==> src/rtl/crossbar_switch_pkg.sv <==
// Shared constants for the crossbar switch slice.
// Slices are packed as index*width +: width throughout.
package crossbar_switch_pkg;

  localparam int unsigned DefaultDw = 8;
  localparam int unsigned DefaultN  = 4;

endpackage

==> src/rtl/crossbar_switch_if.sv <==
// Packed data/select bus between source lanes, the crossbar and sink lanes.
interface crossbar_switch_if
  import crossbar_switch_pkg::*;
#(
  parameter int unsigned DW = DefaultDw,
  parameter int unsigned N  = DefaultN
);

  logic [N*DW-1:0] din;
  logic [N*N-1:0]  sel;
  logic [N*DW-1:0] dout;
  logic [N-1:0]    sel_err;

  modport master (
    output din,
    output sel,
    input  dout,
    input  sel_err
  );

  modport slave (
    input  din,
    input  sel,
    output dout,
    output sel_err
  );

endinterface

==> src/rtl/crossbar_port_mux.sv <==
// One N:1 priority mux for a single output lane; err flags a row that is not one-hot.
module crossbar_port_mux
  import crossbar_switch_pkg::*;
#(
  parameter int unsigned DW = DefaultDw,
  parameter int unsigned N  = DefaultN
) (
  input  logic [N*DW-1:0] din,
  input  logic [N-1:0]    row,
  output logic [DW-1:0]   data,
  output logic            err
);

  logic found;
  logic multi;

  // Only the winning slice is ever read, so X on unselected inputs cannot leak.
  always_comb begin
    data  = '0;
    found = 1'b0;
    multi = 1'b0;
    for (int unsigned j = 0; j < N; j++) begin
      if (row[j]) begin
        if (!found) begin
          data  = din[j*DW +: DW];
          found = 1'b1;
        end else begin
          multi = 1'b1;
        end
      end
    end
    err = !found || multi;
  end

endmodule

==> src/rtl/crossbar_switch.sv <==
// Registered NxN data crossbar: per-output priority one-hot select, one cycle latency.
module crossbar_switch
  import crossbar_switch_pkg::*;
#(
  parameter int unsigned DW = DefaultDw,
  parameter int unsigned N  = DefaultN
) (
  input logic              clk,
  input logic              rst,
  crossbar_switch_if.slave bus
);

  logic [N*DW-1:0] dout_d, dout_q;
  logic [N-1:0]    err_d, err_q;

  for (genvar i = 0; i < N; i++) begin : g_port
    crossbar_port_mux #(
      .DW(DW),
      .N (N)
    ) u_mux (
      .din (bus.din),
      .row (bus.sel[i*N +: N]),
      .data(dout_d[i*DW +: DW]),
      .err (err_d[i])
    );
  end

  always_ff @(posedge clk) begin
    if (rst) begin
      dout_q <= '0;
      err_q  <= '0;
    end else begin
      dout_q <= dout_d;
      err_q  <= err_d;
    end
  end

  assign bus.dout    = dout_q;
  assign bus.sel_err = err_q;

endmodule

==> src/flat_wrapper.sv <==
// flat-port wrapper written by rule: the top's interface ports become plain ports
module crossbar_switch_flat import crossbar_switch_pkg::*;
#(
  parameter int unsigned DW = DefaultDw,
  parameter int unsigned N  = DefaultN
)
  (clk, rst, bus_din, bus_sel, bus_dout, bus_sel_err);
  crossbar_switch_if #(.DW(DW), .N(N)) bus_i ();
  input logic clk;
  input logic rst;
  input wire logic [$bits(bus_i.din)-1:0] bus_din;
  input wire logic [$bits(bus_i.sel)-1:0] bus_sel;
  output wire logic [$bits(bus_i.dout)-1:0] bus_dout;
  output wire logic [$bits(bus_i.sel_err)-1:0] bus_sel_err;
  assign bus_i.din = bus_din;
  assign bus_i.sel = bus_sel;
  assign bus_dout = bus_i.dout;
  assign bus_sel_err = bus_i.sel_err;
  crossbar_switch #(.DW(DW), .N(N)) u_core (.clk(clk), .rst(rst), .bus(bus_i));
endmodule
==> config.mk <==
export PLATFORM = sky130hd
export DESIGN_NAME = crossbar_switch_flat
export DESIGN_NICKNAME = d
export VERILOG_FILES = /design/src/rtl/crossbar_switch_pkg.sv /design/src/rtl/crossbar_switch_if.sv /design/src/rtl/crossbar_port_mux.sv /design/src/rtl/crossbar_switch.sv /design/src/flat_wrapper.sv
export SDC_FILE = /design/constraint.sdc
export NUM_CORES = 1
export LEC_CHECK = 0
export CAP_MARGIN = 10
export CORE_MARGIN = 4
export CORE_UTILIZATION = 46
export DETAILED_ROUTE_END_ITERATION = 10
export GPL_ROUTABILITY_DRIVEN = 0
export GPL_TIMING_DRIVEN = 0
export HOLD_SLACK_MARGIN = 0.1
export PLACE_DENSITY_LB_ADDON = 0.15
export RECOVER_POWER = 50
export SLEW_MARGIN = 30
export SYNTH_ARGS = -nofsm -noshare
export SYNTH_HDL_FRONTEND = slang
export SYNTH_SLANG_ARGS = --single-unit
==> constraint.sdc <==
create_clock -name clk -period 3.5 [get_ports clk]
set_input_delay 0.7 -clock clk [delete_from_list [all_inputs] [get_ports clk]]
set_output_delay 0.7 -clock clk [all_outputs]
set_load 0.005 [all_outputs]
==> flow_metrics.env <==
export IMPL_rsz0062_at_grt="false"
export IMPL_hold_viol=0
export IMPL_post_route_period_util_pct=58.8
export IMPL_synthFlopType="dfxtp_1"
export IMPL_layout_cells_non_filler=367
export IMPL_grt_max_degree=11
export IMPL_initial_utilization_pct=47.2
export IMPL_crit_path_start_kind="primary input"
export IMPL_antenna_left=0
export IMPL_cts_tree="done"
export IMPL_antenna_found_initial=0
export IMPL_row_count=24
export IMPL_numCtsBuffers=5
export IMPL_syn_avg_cell_area_um2=9.02
export IMPL_min_delay_path_depth=3
export IMPL_syn_area_um2=2060
export IMPL_ir_drop_v=0.000207
export IMPL_yosys_register_bits=36
export IMPL_placement_io_buffers=80
export IMPL_cts_buffer_depth=2
export IMPL_grt_ovfl_total=0
export IMPL_finalSetupViolations=0
export IMPL_first_pass_iters=5
export IMPL_die_x_um=74.9
export IMPL_cts_root_buffer="clkbuf_8"
export IMPL_fill_cells=365
export IMPL_cap_violations=0
export IMPL_hold_buffers=0
export IMPL_drc=0
export IMPL_fp_dieH_um=74.9
export IMPL_synth_edf_count=0
export IMPL_dp_cells=360
export IMPL_core_region_area_um2=4350
export IMPL_grt_total_usage_pct=25.6
export IMPL_hold_class="primary input to register"
export IMPL_finalMaxSlewViolations=0
export IMPL_multi_input_area_um2=1170
export IMPL_drive_above_1_share_pct=9.21
export IMPL_syn_nets=278
export IMPL_vias=2317
export IMPL_viasPerCell=6.31
export IMPL_cts_resized=0
export IMPL_synth_cells=228
export IMPL_cp_end_kind="register"
export IMPL_outcome="finished clean"
export IMPL_power_density_nw_per_um2=347
export IMPL_nNetsFinal=365
export IMPL_leakage_nw=1.16
export IMPL_drt_iter0_markers=285
export IMPL_crit_fanout=10
export IMPL_fp_dieArea_um2=5610
export IMPL_grt_pass1_wl_um=10800
export IMPL_io_pins=86
export IMPL_drt_wl_total_um=7110
export IMPL_diodes=0
export IMPL_crit_chain="clkdlybuf4s50_1 > clkbuf_1 > a221oi_1 > o41ai_1"
export IMPL_yosysUniqueCellTypes=29
export IMPL_ys_seq_area_share_pct=35.0
export IMPL_first_global_vias=2120
export IMPL_regArea_um2=721
export IMPL_area_delta_synth_final_pct=46.8
export IMPL_crit_type="primary input to register"
export IMPL_yosysWarnings=0
export IMPL_min_to="u_core.bus.sel_err[1]"
export IMPL_fin_setup_tns_ns=0
export IMPL_clkTransAtPathRegs_ns=0.07
export IMPL_htree_levels=2
export IMPL_slew_headroom_pct=54.8
export IMPL_min_period_ns=2.06
export IMPL_fmax_ghz=0.486
export IMPL_cpPeakStageDelay_ns=0.55
export IMPL_dp_hpwl_um=5050
export IMPL_worstHoldStart="bus_sel[4]"
export IMPL_critical_path_arrival_ns=2.22
export IMPL_routedWlPerCell_um=19.4
export IMPL_cp_required_ns=3.66
export IMPL_cts_setup_buffers=0
export IMPL_cpMaxStageDelayCell="clkdlybuf4s50_1"
export IMPL_max_slew_worst_pin_slew_ns=0.679
export IMPL_synth_async_sr_flop_share_pct=0
export IMPL_cts_sinks=36
==> per-stage QoR <==
| stage | setup slack [ns] | utilization [%] | hold WS [ns] | cell area [um2] | power (mW) |
|---|---|---|---|---|---|
| after floorplan | 1.83 | - | 0.834 | 2060 | 0.576 |
| after global placement | 1.21 | 67.1 | 1.09 | 2920 | 0.739 |
| after detailed placement | 1.16 | 67.1 | 1.10 | 2920 | 0.741 |
| after CTS | 1.46 | 69.3 | 0.797 | 3020 | 1.06 |
| after global routing | 1.37 | 69.3 | 0.803 | 3020 | 1.08 |
| final | 1.44 | 69.3 | 0.792 | 3020 | 1.05 |
==> cells by family after synthesis <==
group | synth area share (%)
AO/OA/AOI/OAI | 31.4
XOR/XNOR | 0.426
AND/OR/NAND/NOR | 24.8
buffers and inverters | 8.27
flip-flops | 35.0
==> flip-flops by register name, indices dropped and copies added, names as in the netlist <==
signal and count:
u_core.bus.dout 32, u_core.bus.sel_err 4
==> how the worst max path moves through the flow <==
stage | from | slack (ns) | end | cells after the start
after global placement | bus_sel[13] | 1.21 | u_core.bus.dout[31] | 4
after CTS | bus_sel[13] | 1.46 | u_core.bus.dout[31] | 4
after global routing | bus_sel[14] | 1.37 | u_core.bus.dout[29] | 5
after floorplan | bus_sel[12] | 1.83 | u_core.bus.dout[26] | 5
after detailed placement | bus_sel[13] | 1.16 | u_core.bus.dout[29] | 4
final | bus_sel[13] | 1.44 | u_core.bus.dout[31] | 4
==> power by group <==
| group | leakage [nW] | internal [mW] | switching (mW) |
|---|---|---|---|
| logic | 0.813 | 0.145 | 0.128 |
| registers | 0.300 | 0.443 | 0.00704 |
| clock network | 0.0503 | 0.175 | 0.148 |
| total | 1.16 | 0.764 | 0.283 |
==> routing by layer <==
layer | vias to the layer above | part of all wire (%) | global-route usage (%)
met4 | 0 | 1.6 | 8.50
met5 | - | 0 | 0
met1 | 1092 | 40 | 35.6
li1 | 1048 | - | -
met3 | 17 | 12 | 4.94
met2 | 160 | 47 | 39.9
==> critical path: cells and delay by family <==
family	cells	cell delay, ns
buf+inv	2	0.93
compound gates	2	0.59
==> Yosys cell counts (2+ instances only) <==
cell type	count	share of area (%)
a21o_1	2	0.73
a21oi_1	3	0.73
a221oi_1	30	13
buf_2	6	1.5
buf_4	2	0.73
buf_6	6	3.3
clkbuf_1	9	1.6
dfxtp_1	36	35
inv_1	4	0.73
nand2_1	31	5.7
nand3b_1	2	0.73
nor2_1	7	1.3
nor2b_1	36	11
nor3_1	4	0.97
nor4b_4	4	4.6
o21ai_0	4	0.97
o311a_1	3	1.5
o31ai_1	2	0.73
o41ai_1	27	11
==> cell type report <==
class	instances	share of cell area, %
repair buffers	80	26.5
plain buffers	24	5.01
inverters	5	0.622
multi-input cells	163	38.6
flip-flops and latches	36	23.9
well taps	52	2.15
clock buffers	7	3.19
==> cells in the final DEF (no fill, tap or decap), types with 6 or more instances in the layout <==
| cell | synthesis | final |
|---|---|---|
| nor2_1 | 7 | 7 |
| a221oi_1 | 30 | 30 |
| clkdlybuf4s50_1 | 0 | 44 |
| nand2_1 | 31 | 31 |
| nor2b_1 | 36 | 36 |
| buf_2 | 6 | 6 |
| buf_6 | 6 | 6 |
| dlygate4sd3_1 | 0 | 36 |
| clkbuf_8 | 0 | 7 |
| dfxtp_1 | 36 | 36 |
| o41ai_1 | 27 | 27 |
| clkbuf_1 | 9 | 9 |
Power figures use the tool's default switching activity.
